--- config.mk ---
export PLATFORM = sky130hd
export DESIGN_NAME = scroll_text14
export DESIGN_NICKNAME = d
export VERILOG_FILES = /design/src/rtl/scroll_text14.sv
export SDC_FILE = /design/constraint.sdc
export NUM_CORES = 1
export LEC_CHECK = 0
export ABC_CLOCK_PERIOD_IN_PS = 23000
export CORE_MARGIN = 1.5
export CORE_UTILIZATION = 30
export CTS_CLUSTER_SIZE = 40
export DETAILED_ROUTE_END_ITERATION = 8
export DONT_BUFFER_PORTS = 1
export PLACE_DENSITY_LB_ADDON = 0.05
export SETUP_SLACK_MARGIN = 0.2
export SYNTH_ARGS = -nofsm -noshare
export SYNTH_HDL_FRONTEND = slang
export SYNTH_SLANG_ARGS = --single-unit
--- constraint.sdc ---
create_clock -name clk -period 23 [get_ports clk]
set_input_delay 4.6 -clock clk [delete_from_list [all_inputs] [get_ports clk]]
set_output_delay 4.6 -clock clk [all_outputs]
set_load 0.05 [all_outputs]
--- src/rtl/scroll_text14.sv ---
// Scrolling message source for a 12-digit 14-segment display: 32-char buffer,
// registered glyph lookup per scanned digit, and frame-aligned scroll stepping.
module scroll_text14 #(
    parameter logic [23:0] SCROLL_DIV = 24'd6000000
) (
    input  logic        clk,
    input  logic        rst,
    input  logic        wr_en,
    input  logic [4:0]  wr_addr,
    input  logic [5:0]  wr_data,
    input  logic [5:0]  msg_len,
    input  logic        scroll_en,
    input  logic [3:0]  digit_idx,
    output logic [13:0] glyph,
    output logic        msg_wrap
);

    function automatic logic [13:0] glyph_of(input logic [5:0] code);
        logic [13:0] g;
        case (code)
            6'd1:  g = 14'b11101111000000; // A
            6'd2:  g = 14'b11110001010010;
            6'd3:  g = 14'b10011100000000; // C
            6'd4:  g = 14'b11110000010010;
            6'd5:  g = 14'b10011110000000;
            6'd6:  g = 14'b10001110000000;
            6'd7:  g = 14'b10111101000000;
            6'd8:  g = 14'b01101111000000;
            6'd9:  g = 14'b10010000010010; // I
            6'd10: g = 14'b01111000000000;
            6'd11: g = 14'b00001110001100;
            6'd12: g = 14'b00011100000000;
            6'd13: g = 14'b01101100101000;
            6'd14: g = 14'b01101100100100;
            6'd15: g = 14'b11111100000000;
            6'd16: g = 14'b11001111000000;
            6'd17: g = 14'b11111100000100;
            6'd18: g = 14'b11001111000100; // R
            6'd19: g = 14'b10110111000000; // S
            6'd20: g = 14'b10000000010010; // T
            6'd21: g = 14'b01111100000000;
            6'd22: g = 14'b00001100001001;
            6'd23: g = 14'b01101100000101;
            6'd24: g = 14'b00000000101101;
            6'd25: g = 14'b00000000101010;
            6'd26: g = 14'b10010000001001;
            6'd27: g = 14'b11111100001001; // 0
            6'd28: g = 14'b01100000001000;
            6'd29: g = 14'b11011011000000;
            6'd30: g = 14'b11110001000000; // 3
            6'd31: g = 14'b01100111000000;
            6'd32: g = 14'b10110111000000;
            6'd33: g = 14'b10111111000000;
            6'd34: g = 14'b11100000000000;
            6'd35: g = 14'b11111111000000;
            6'd36: g = 14'b11110111000000;
            default: g = '0;
        endcase
        return g;
    endfunction

    logic [5:0]  char_q [32];
    logic [5:0]  char_d [32];
    logic [4:0]  offset_q, offset_d;
    logic [23:0] presc_q, presc_d;
    logic        pend_q, pend_d;
    logic [5:0]  len_prev_q, len_prev_d;
    logic [13:0] glyph_q, glyph_d;
    logic        wrap_q, wrap_d;

    logic [5:0]  eff_len;
    logic        long_msg;
    logic [5:0]  sum;
    logic [4:0]  rd_idx;
    logic        blank;
    logic        len_chg;
    logic        presc_tc;
    logic        apply;
    logic        step_req;

    always_comb begin
        eff_len  = (msg_len > 6'd32) ? 6'd32 : msg_len;
        long_msg = (eff_len >= 6'd12);
        sum      = {1'b0, offset_q} + {2'b00, digit_idx};
        // offset < L and digit < 12 <= L, so one subtraction suffices
        if (long_msg) begin
            rd_idx = (sum >= eff_len) ? 5'(sum - eff_len) : sum[4:0];
        end else begin
            rd_idx = {1'b0, digit_idx};
        end
        blank = (digit_idx > 4'd11) || (eff_len == 6'd0) ||
                (!long_msg && ({2'b00, digit_idx} >= eff_len));
        glyph_d = blank ? '0 : glyph_of(char_q[rd_idx]);
    end

    always_comb begin
        presc_d    = presc_q;
        pend_d     = pend_q;
        offset_d   = offset_q;
        wrap_d     = 1'b0;
        step_req   = 1'b0;
        len_prev_d = msg_len;
        len_chg    = (msg_len != len_prev_q);
        presc_tc   = (presc_q == SCROLL_DIV - 24'd1);
        apply      = pend_q && (digit_idx == 4'd11);
        if (len_chg || !long_msg) begin
            presc_d  = '0;
            pend_d   = 1'b0;
            offset_d = '0;
        end else begin
            step_req = scroll_en && presc_tc;
            if (scroll_en) begin
                presc_d = presc_tc ? '0 : presc_q + 24'd1;
            end
            // steps land only on the last scanned digit so a frame never tears
            if (apply) begin
                if ({1'b0, offset_q} + 6'd1 >= eff_len) begin
                    offset_d = '0;
                    wrap_d   = 1'b1;
                end else begin
                    offset_d = offset_q + 5'd1;
                end
            end
            pend_d = (pend_q && !apply) || step_req;
        end
    end

    always_comb begin
        char_d = char_q;
        if (wr_en) begin
            char_d[wr_addr] = wr_data;
        end
    end

    always_ff @(posedge clk or posedge rst) begin
        if (rst) begin
            char_q     <= '{default: '0};
            offset_q   <= '0;
            presc_q    <= '0;
            pend_q     <= 1'b0;
            len_prev_q <= '0;
            glyph_q    <= '0;
            wrap_q     <= 1'b0;
        end else begin
            char_q     <= char_d;
            offset_q   <= offset_d;
            presc_q    <= presc_d;
            pend_q     <= pend_d;
            len_prev_q <= len_prev_d;
            glyph_q    <= glyph_d;
            wrap_q     <= wrap_d;
        end
    end

    assign glyph    = glyph_q;
    assign msg_wrap = wrap_q;

endmodule

==> results of run 1 <==
[critical path: cells and delay by family]
family | cells | cell delay [ns]
AOI/OAI and AO/OA | 9 | 2.34
adders and majority gates | 4 | 1.32
and+or+nand+nor | 4 | 1.27
xor gates and xnor gates | 1 | 0.13
muxes | 1 | 0.59
buffers and inverters | 1 | 0.20
[kinds of logic after synthesis]
logic type      count (synthesis)  synth area share (%)
compound gates                203                 11.63
buf+inv                        82                 3.116
xor+xnor                       34                 2.254
fa+ha+maj                      33                 3.239
mux                           235                 20.54
simple gates                  342                 13.18
flops                         243                 46.03
[layer usage]
metal	wire [µm]	vias to the layer above	global-route usage, %
li1	-	4294	-
met1	19570	4782	26.68
met2	18290	194	28.71
met3	1956	48	3.089
met4	722	2	3.766
met5	9	-	0
[state kept, by name, indices dropped and copies added, names as in the netlist]
name,flops
msg_wrap,1
char_q,192
offset_q,5
glyph,14
pend_q,1
presc_q,24
len_prev_q,6
[worst max path at each step]
stage                     cells past startpoint   endpoint         start  slack, ns
final                                        20   glyph[9]  digit_idx[0]      12.94
after global placement                       20   glyph[9]  digit_idx[0]      12.48
after global routing                         19   glyph[2]  digit_idx[0]      12.61
after detailed placement                     19   glyph[2]  digit_idx[0]      12.37
after CTS                                    19   glyph[2]  digit_idx[0]      12.99
after floorplan                               1  char_q[0]           rst      11.73
[per-stage QoR]
| step | instance area, µm² | utilization [%] |
|---|---|---|
| global route | 14610 | 33.76 |
| global placement | 13720 | 31.71 |
| detailed placement | 13720 | 31.71 |
| finish | 14610 | 33.76 |
| CTS | 14610 | 33.76 |
| floorplan | 13210 | - |
[layout make-up]
type	instances	share of cell area [%]
Clock buffer	40	5.594
Sequential cell	243	41.63
Inverter	26	0.7196
Tap cell	585	5.012
Timing Repair Buffer	11	0.5654
Clock inverter	6	0.4797
Multi-Input combinational cell	847	45.99
[report_power, final]
group / switching (W) / internal (W) / leakage, nW / total [W]
clock: 0.000186 / 0.000256 / 0.440 / 0.000442
sequential: 0.0000676 / 0.000502 / 3.14 / 0.000570
combinational: 0.000180 / 0.000134 / 2.65 / 0.000314
[cell usage after synthesis (20+ instances only)]
cell      number  area share (%)
nor2_1        68             1.9
clkbuf_1      27            0.77
nand2_1      119             3.4
nand3_1       43             1.6
mux2i_1       27             2.0
ha_1          31             2.9
inv_1         26            0.74
a21oi_1       45             1.7
xor2_1        20             1.3
mux2_2       197              17
o21ai_0       23            0.87
dfrtp_1      243              46
==> results by group, run 1 <==
Routing
  • Number of vias after detailed routing: 9320
  • Number of detailed-routing iterations run before antenna repair: 5
  • Number of routed nets with antenna violations: 0
  • Final routed DRC violation total: 0
  • Via-per-instance ratio: ~5.3
  • Avg WL per Cell: 23.07 µm
  • Initial DRC count: a little under 600
  • Routed wire length: between 40000 and 50000 µm

Hold path
  • Hold Path End: char_q[42]
  • Path category of the worst min-delay check: reg2reg
  • Depth of the worst hold-timing path: 1
  • Hold_sp: char_q[42]

Die
  • Starting density of the core: 30.53%
  • Height of the die: 212.8 µm
  • Die W: 212.8 µm
  • DIE AREA: between 40000 and 50000 µm²
  • Placeable core region: around 43000 µm²
  • Row count: 76
  • Boundary pin count: 40

Global routing
  • First-pass GRT wire length: approximately 62000 µm
  • Initial antenna violation count: 1
  • Congestion Overflow GR: 0
  • Vias in the first global route: 9495
  • Overall fraction of global-route tracks in use: 18.40%
  • Largest net degree at the start of global routing: 104

Setup path
  • CP cell instances: ha_1 > fa_1 > a21o_1 > a21oi_1 > xnor2_1 > ha_1 > nand4_2 > o221ai_2 > nand3_2 > nand2_4 > mux4_2 > a221o_1 > a221oi_1 > a41o_1 > inv_1 > ha_1 > nor4_1 > a22oi_1 > a32oi_1 > a211oi_2
  • Cell repeated most along the worst path: ha_1
  • Largest incremental delay on the critical path: 0.59 ns
  • Path depth of the worst reg2reg path: 20
  • Start of the worst register-to-register path: offset_q[0]
  • Crit path arrival time: 10.48 ns
  • Worst reg2reg setup slack: about 16 ns
  • Classification of the worst setup path: in2reg
  • Master of the slowest instance on the critical path: mux4_2
  • Crit Path Max Fanout: 44
  • End of the worst register-to-register path: glyph[9]
  • Data required time of the worst path: 23.42 ns
  • CP startpoint kind: primary input
  • Capturing element type of the critical path: register

Synthesis
  • Syn_area_per_cell: 11.27 µm²
  • Count of flip-flops with a built-in enable after synthesis: 0
  • Syn Std Cell Area: 13210 µm²
  • Synthesized net count: 1230
  • Yosys warning count: 0
  • Post-synth ARST share: 100.0%
  • Fraction of the yosys area taken by sequential cells: 46.03%
  • Most used flip-flop cell after synthesis: dfrtp_1
  • Post-Syn Instances: around 1200
  • Unique cell type count in the Yosys netlist: just over 100
  • Total of flip-flops plus latches after synthesis: 243

Timing
  • Worst Slack Setup Final: 12.94 ns
  • Maximum clock skew at final layout: ~0.014 ns
  • Min cycle time layout: 10.06 ns
  • Final period util: a little over two fifths
  • Final hold vios: 0
  • Unrepaired setup endpoints after global routing: false
  • TNS Setup: 0 ns
  • Number of max-slew violations in the final report: 0
  • WHS: approximately 0.50 ns
  • Fmax: slightly below 0.1 GHz
  • Worst slew margin relative to its limit: 22.48%
  • Number of endpoints failing setup at the final stage: 0
  • Worst slew pin tran: 1.159 ns

Power
  • Power density normalized to cell area: about 91 nW/µm²
  • P_leak: just over 6 nW
  • Total power: 0.001326 W
  • Maximum vdd drop: 0.00005603 V

CTS
  • CTS clock-pin slew for the worst setup and hold paths: 0.05 ns
  • Clk_lat worst skew: 0.58 ns
  • Cell at the root of the clock tree: clkbuf_16
  • Number of buffers created by CTS: 29
  • Cts repair resizes: 0
  • Bufs on Longest Clock Path: 3
  • Clock tree from TritonCTS: built
  • Post-CTS Hold Buffers: 0
  • H-tree depth: 1
  • Buffers inserted during post-CTS setup optimization: 0
  • Number of sinks driven by the clock tree: between 200 and 250

Cells and area
  • Storage cell area: 6081 µm²
  • Syn-to-layout area delta: 10.56%
  • Fraction of final layout cells sized beyond drive strength 1: ~26%
  • Commonest non-fill, non-tap cell in the layout: dfrtp_1
  • Final cell count without fillers: 1758
  • Filler cells: roughly 4300
  • N_diodes: 0
  • Area of the multi-input gates: about 6700 µm²
  • Most used cells in the layout excluding fill and tap cells: dfrtp_1, mux2_2, nand2_1
  • Total Nets Final: 1216

Job
  • Maximum capacitance violations: 0

Placed design
  • Detail Placement HPWL: 27310 µm
  • Placed Cells: 1712
  • Routability congestion estimate from global placement: 0.8103
  • Worst slack at placement: 12.37 ns
  • Quantity of I/O buffers inserted on ports: 0

Run status
  • Result of the run: finished, final reports clean
Note: power is estimated with default switching activity, not from simulation.
==> run 2, diff against run 1 <==
--- a/config.mk
+++ b/config.mk
@@ -5,7 +5,7 @@
 export SDC_FILE = /design/constraint.sdc
 export NUM_CORES = 1
 export LEC_CHECK = 0
-export ABC_CLOCK_PERIOD_IN_PS = 23000
+export ABC_CLOCK_PERIOD_IN_PS = 8900
 export CORE_MARGIN = 1.5
 export CORE_UTILIZATION = 30
 export CTS_CLUSTER_SIZE = 40
==> constraint.sdc (replaced) <==
create_clock -name clk -period 8.9 [get_ports clk]
set_input_delay 1.78 -clock clk [delete_from_list [all_inputs] [get_ports clk]]
set_output_delay 1.78 -clock clk [all_outputs]
set_load 0.05 [all_outputs]
==> run 2 against run 1 <==
Against the previous run:
- power rose to 2.7 times the previous value
- die area did not move
- sequential share of layout area down 0.61 points
- clock power grew to 2.9 times the previous value
- utilization increased by 0.50 points
==> results by group, run 2 (synthesized netlist as in run 1, its figures left out) <==
Run status
  • Result of the run: finished, final reports clean

Setup path
  • Data required time of the worst path: 9.34 ns
  • Worst reg2reg setup slack: 2.42 ns
  • Capturing element type of the critical path: register
  • End of the worst register-to-register path: glyph[9]
  • Crit path arrival time: about 7.6 ns
  • Start of the worst register-to-register path: offset_q[0]
  • CP startpoint kind: primary input
  • Path depth of the worst reg2reg path: 20
  • Classification of the worst setup path: in2reg
  • Worst setup path startpoint: digit_idx[0]
  • Crit Path Max Fanout: 30
  • Worst Setup EP: glyph[9]

CTS
  • Bufs on Longest Clock Path: 3
  • Clock tree from TritonCTS: built
  • Clk_lat worst skew: 0.60 ns
  • Number of buffers created by CTS: 31
  • CTS clock-pin slew for the worst setup and hold paths: 0.06 ns
  • Cts repair resizes: 0
  • Buffers inserted during post-CTS setup optimization: 0
  • H-tree depth: 1
  • Number of sinks driven by the clock tree: 243
  • Cell at the root of the clock tree: clkbuf_16
  • Post-CTS Hold Buffers: 0

Cells and area
  • Commonest non-fill, non-tap cell in the layout: dfrtp_1
  • Max FFs per register: 192
  • Syn-to-layout area delta: 12.20%
  • Biggest register: char_q
  • Fraction of final layout cells sized beyond drive strength 1: 26.62%
  • Filler cells: roughly 4300
  • Storage cell area: 6081 µm²
  • Final cell count without fillers: 1776
  • Final core utilization: 34.26%
  • N_diodes: 0
  • Area of the multi-input gates: 6718 µm²
  • Total Nets Final: 1225
  • Most used cells in the layout excluding fill and tap cells: dfrtp_1, mux2_2, nand2_1

Routing
  • Via-per-instance ratio: 5.287
  • Routed wire length: 41130 µm
  • Met3 WL: 1612 µm
  • Number of routed nets with antenna violations: 0
  • Number of detailed-routing iterations run before antenna repair: 5
  • Avg WL per Cell: 23.16 µm
  • Initial DRC count: approximately 630
  • Met1 Wirelength: roughly 20000 µm
  • Number of vias after detailed routing: 9390
  • Top routing layer in use: met4
  • Final routed DRC violation total: 0
  • Routed wire length on met2: between 15000 and 20000 µm

Job
  • Maximum capacitance violations: 0

Timing
  • Maximum clock skew at final layout: 0.01873 ns
  • Final hold vios: 0
  • Number of endpoints failing setup at the final stage: 0
  • Worst slew pin tran: approximately 1.4 ns
  • Number of max-slew violations in the final report: 0
  • Worst slew margin relative to its limit: between 9 and 10%
  • Final period util: 80.47%
  • Unrepaired setup endpoints after global routing: false
  • Fmax: 0.1396 GHz
  • TNS Setup: 0 ns
  • Min cycle time layout: 7.162 ns

Die
  • Placeable core region: ~43000 µm²
  • Boundary pin count: 40
  • DIE AREA: around 45000 µm²
  • Row count: 76
  • Height of the die: 212.8 µm
  • Starting density of the core: 30.53%
  • Die W: 212.8 µm

Hold path
  • Path category of the worst min-delay check: reg2reg
  • Depth of the worst hold-timing path: 1

Placed design
  • Detail Placement HPWL: 27760 µm
  • Placed Cells: between 1500 and 2000
  • Quantity of I/O buffers inserted on ports: 0
  • Routability congestion estimate from global placement: approximately 0.8

Global routing
  • First-pass GRT wire length: 63370 µm
  • Initial antenna violation count: 0
  • Congestion Overflow GR: 0
  • Overall fraction of global-route tracks in use: 18.75%
  • Largest net degree at the start of global routing: roughly 110
  • Vias in the first global route: around 9600

Power
  • Maximum vdd drop: 0.0001150 V
  • P_leak: approximately 6.3 nW
  • Total power: 0.003583 W
  • Power density normalized to cell area: 241.8 nW/µm²
==> run 2: cell count changes in the layout (fill, tap and decap cells not counted), sizes merged <==
cell,previous run,this run
bufinv,1,3
clkinvlp,0,3
clkbuf,40,43
clkinv,4,7
buf,11,18
==> run 2: how the worst min path moves through the flow <==
| stage | endpoint | start |
|---|---|---|
| 4_1_cts | char_q[164] | char_q[164] |
| 6_report | char_q[170] | char_q[170] |
| 2_1_floorplan | char_q[170] | char_q[170] |
| 5_1_grt | char_q[136] | char_q[136] |
| 3_5_place_dp | char_q[164] | char_q[164] |
| 3_3_place_gp | char_q[84] | char_q[84] |
==> run 2: worst max-delay path: stages <==
cell and delay (ns):
ha_1 0.19, fa_1 0.40, a21o_1 0.18, a21oi_1 0.16, xnor2_1 0.14, ha_1 0.37
nand4_2 0.20, o221ai_2 0.44, nand3_2 0.18, nand2_4 0.46, mux4_2 0.57, a221o_1 0.36
a221oi_1 0.29, a41o_1 0.51, inv_1 0.20, ha_1 0.36, nor4_1 0.33, a22oi_1 0.11
a32oi_1 0.28, a211oi_2 0.07
==> run 2: per-layer routing <==
layer	vias to the layer above	GRT usage [%]
met4	0	4.989
li1	4305	-
met2	180	28.27
met1	4846	27.59
met5	-	0
met3	59	3.103
==> run 2: power breakdown <==
part	total (W)	leakage [nW]	switching (W)	internal, W
sequential	0.00147	3.14	0.000172	0.00130
combinational	0.000831	2.69	0.000472	0.000359
clock	0.00128	0.506	0.000514	0.000769
==> run 2: final cells by class <==
class,count,share of cell area (%)
clock buffers,43,5.875
clock inverters,14,1.131
inverters,26,0.7091
multi-input cells,847,45.32
flip-flops and latches,243,41.03
well taps,585,4.938
repair buffers,18,0.9961
==> run 2: metrics by stage <==
stage	cell area (µm²)	hold slack, ns	setup WS, ns
global placement	13780	0.4821	1.307
detailed placement	13780	0.4897	1.199
finish	14820	0.4981	1.738
global route	14820	0.5081	1.369
floorplan	13210	0.4719	0.4468
CTS	14820	0.5025	1.805
==> run 3, diff against run 2 <==
--- a/config.mk
+++ b/config.mk
@@ -5,7 +5,7 @@
 export SDC_FILE = /design/constraint.sdc
 export NUM_CORES = 1
 export LEC_CHECK = 0
-export ABC_CLOCK_PERIOD_IN_PS = 8900
+export ABC_CLOCK_PERIOD_IN_PS = 7500
 export CORE_MARGIN = 1.5
 export CORE_UTILIZATION = 30
 export CTS_CLUSTER_SIZE = 40
==> constraint.sdc (replaced) <==
create_clock -name clk -period 7.5 [get_ports clk]
set_input_delay 1.5 -clock clk [delete_from_list [all_inputs] [get_ports clk]]
set_output_delay 1.5 -clock clk [all_outputs]
set_load 0.05 [all_outputs]
==> run 3 against run 2 <==
Against the previous run:
- critical path depth did not move
- register-to-register slack got worse by 1.0 ns
- via count rose by 0.67%
- power rose by 20%
- sequential cell count did not move
- combinational power rose by 22%
- sequential power rose by 18%
- worst hold slack barely moved
- global-route usage fell by 0.15 points
==> results by group, run 3 (synthesized netlist as in run 1, its figures left out) <==
Cells and area
  • Biggest register: char_q
  • Fraction of final layout cells sized beyond drive strength 1: 28.23%
  • Final cell count without fillers: 1801
  • Syn-to-layout area delta: 13.81%
  • Commonest non-fill, non-tap cell in the layout: dfrtp_1
  • Non-Filler Cell Area, Final: 15030 µm²
  • Max FFs per register: ~190
  • Total Nets Final: 1251
  • Most used cells in the layout excluding fill and tap cells: dfrtp_1, mux2_2, nand2_1

CTS
  • Post-CTS Hold Buffers: 0
  • Number of buffers created by CTS: 30
  • H-tree depth: 1
  • Bufs on Longest Clock Path: 3
  • CTS clock-pin slew for the worst setup and hold paths: 0.06 ns
  • Cell at the root of the clock tree: clkbuf_16
  • Cts repair resizes: 0
  • Clk_lat worst skew: 0.58 ns
  • Buffers inserted during post-CTS setup optimization: 0
  • Clock tree from TritonCTS: built
  • Number of sinks driven by the clock tree: 243

Placed design
  • Worst slack at placement: between 0.3 and 0.4 ns
  • Placed instance area: roughly 14000 µm²
  • Routability congestion estimate from global placement: 0.8268
  • Placed Cells: roughly 1700
  • Quantity of I/O buffers inserted on ports: 0
  • Detail Placement HPWL: 28700 µm

Hold path
  • Hold_sp: char_q[170]
  • Depth of the worst hold-timing path: 1
  • Hold Path End: char_q[170]
  • Path category of the worst min-delay check: reg2reg

Global routing
  • First-pass GRT wire length: 63030 µm
  • Initial antenna violation count: 2
  • Overall fraction of global-route tracks in use: 18.60%
  • Largest net degree at the start of global routing: between 150 and 200
  • Vias in the first global route: ~9700
  • Congestion Overflow GR: 0

Timing
  • Worst Slack Setup Final: 0.9394 ns
  • Fmax: 0.1524 GHz
  • Final hold vios: 0
  • Worst slew margin relative to its limit: between 15 and 20%
  • Number of max-slew violations in the final report: 0
  • Number of endpoints failing setup at the final stage: 0
  • Min cycle time layout: 6.561 ns
  • Worst slew pin tran: 1.249 ns
  • TNS Setup: 0 ns
  • Unrepaired setup endpoints after global routing: false
  • Final period util: 87.47%
  • Maximum clock skew at final layout: between 0.015 and 0.02 ns

Routing
  • Via-per-instance ratio: 5.249
  • Avg WL per Cell: 22.81 µm
  • Final routed DRC violation total: 0
  • Number of detailed-routing iterations run before antenna repair: 5
  • Number of routed nets with antenna violations: 0
  • Number of vias after detailed routing: roughly 9500
  • Routed wire length: 41080 µm
  • Initial DRC count: 608

Power
  • Clk pwr share: 35.9%
  • P_leak: 6.470 nW
  • Part of the power in combinational logic: about a quarter
  • Power density normalized to cell area: 285.7 nW/µm²
  • Maximum vdd drop: ~0.00016 V
  • Switching power summed over all nets: 0.001355 W
  • Fraction of power spent switching nets: 31.54%
  • Int Power: 0.002941 W
  • Sequential fraction of design power: 40.6%

Setup path
  • Path depth of the worst reg2reg path: 20
  • Crit Path Max Fanout: 18
  • Buffers and inverters on the worst path: 2
  • Worst reg2reg setup slack: 1.38 ns
  • Capturing element type of the critical path: register
  • CP startpoint kind: primary input
  • Start of the worst register-to-register path: offset_q[0]
  • Crit path max-delay family: compound AO/OA/AOI/OAI gates
  • CP cell instances: ha_1 > fa_1 > a21o_1 > a21oi_1 > xnor2_1 > ha_1 > nand4_2 > o221ai_2 > nand3_2 > nand2_4 > mux4_2 > a221o_1 > a221oi_1 > buf_4 > a41o_1 > inv_1 > ha_1 > o211ai_1 > a21boi_1 > a221o_1
  • Largest incremental delay on the critical path: 0.54 ns
  • Master of the slowest instance on the critical path: mux4_2
  • Worst setup path startpoint: digit_idx[0]
  • Crit path arrival time: roughly 7.0 ns
  • End of the worst register-to-register path: glyph[12]
  • Classification of the worst setup path: in2reg
  • Cell repeated most along the worst path: ha_1
  • Data required time of the worst path: between 7 and 8 ns

Die
  • Height of the die: 212.8 µm
  • Placeable core region: 43270 µm²
  • Boundary pin count: 40
  • DIE AREA: 45300 µm²
  • Starting density of the core: 30.53%
  • Die W: 212.8 µm
  • Row count: 76

Job
  • Maximum capacitance violations: 0

Run status
  • Result of the run: finished, final reports clean
## run 3: changes by cell type in the layout (fill, tap and decap cells not counted)
cell	before	now
inv_8	1	0
diode_2	0	1
clkbuf_1	7	5
clkbuf_8	5	10
clkinv_2	7	4
buf_4	17	44
inv_16	1	0
clkinvlp_4	3	2
## run 3: area by class of cell
class                   instances  area [µm²]
clock buffers                  46       932.1
repair buffers                 45       350.3
multi-input cells             847        6718
clock inverters                 8       117.6
flip-flops and latches        243        6081
well taps                     585       732.0
fillers                      4356       28230
inverters                      26       101.3
diodes                          1       2.502
## run 3: per-layer routing
metal / wire, µm / GRT usage (%) / vias to the layer above
met5: 0 / 0 / -
met4: 571 / 4.084 / 0
met3: 1526 / 2.927 / 44
met2: 18220 / 28.44 / 161
met1: 20770 / 27.48 / 4911
li1: - / - / 4337
## run 3: how the worst max path moves through the flow
stage / slack, ns / end / depth (start not counted)
floorplan: 1.23 / glyph[10] / 22
global placement: 0.39 / glyph[12] / 20
detailed placement: 0.36 / glyph[9] / 21
CTS: 0.96 / glyph[9] / 21
global route: 0.59 / glyph[9] / 21
finish: 0.94 / glyph[12] / 20
## run 3: power by group through the flow
| stage | logic (W) | clock network [W] | registers, W |
|---|---|---|---|
| after floorplan | 0.000760 | 0 | 0.00173 |
| after global routing | 0.00111 | 0.00165 | 0.00177 |
| final | 0.00101 | 0.00154 | 0.00174 |
| after global placement | 0.00102 | 0 | 0.00177 |
| after detailed placement | 0.00101 | 0 | 0.00177 |
| after CTS | 0.00102 | 0.00160 | 0.00174 |
## run 3: stage by stage
stage          power [W]  hold slack (ns)  util, %
6_report        0.004296           0.4980    34.75
5_1_grt         0.004525           0.5083    34.74
4_1_cts         0.004359           0.5019    34.74
3_5_place_dp    0.002782           0.4872    32.32
3_3_place_gp    0.002788           0.4825    32.32
2_1_floorplan   0.002486           0.4719        -
## run 3: worst reg2reg max path: stages (launching register included)
cell	delay, ns
dfrtp_1	0.46
ha_1	0.23
fa_1	0.40
a21o_1	0.17
a21oi_1	0.17
xnor2_1	0.13
ha_1	0.36
nand4_2	0.21
o221ai_2	0.43
nand3_2	0.18
nand2_4	0.30
mux4_2	0.56
a221o_1	0.36
a221oi_1	0.38
buf_4	0.19
a41o_1	0.23
inv_1	0.14
ha_1	0.42
o211ai_1	0.31
a21boi_1	0.12
a221o_1	0.27
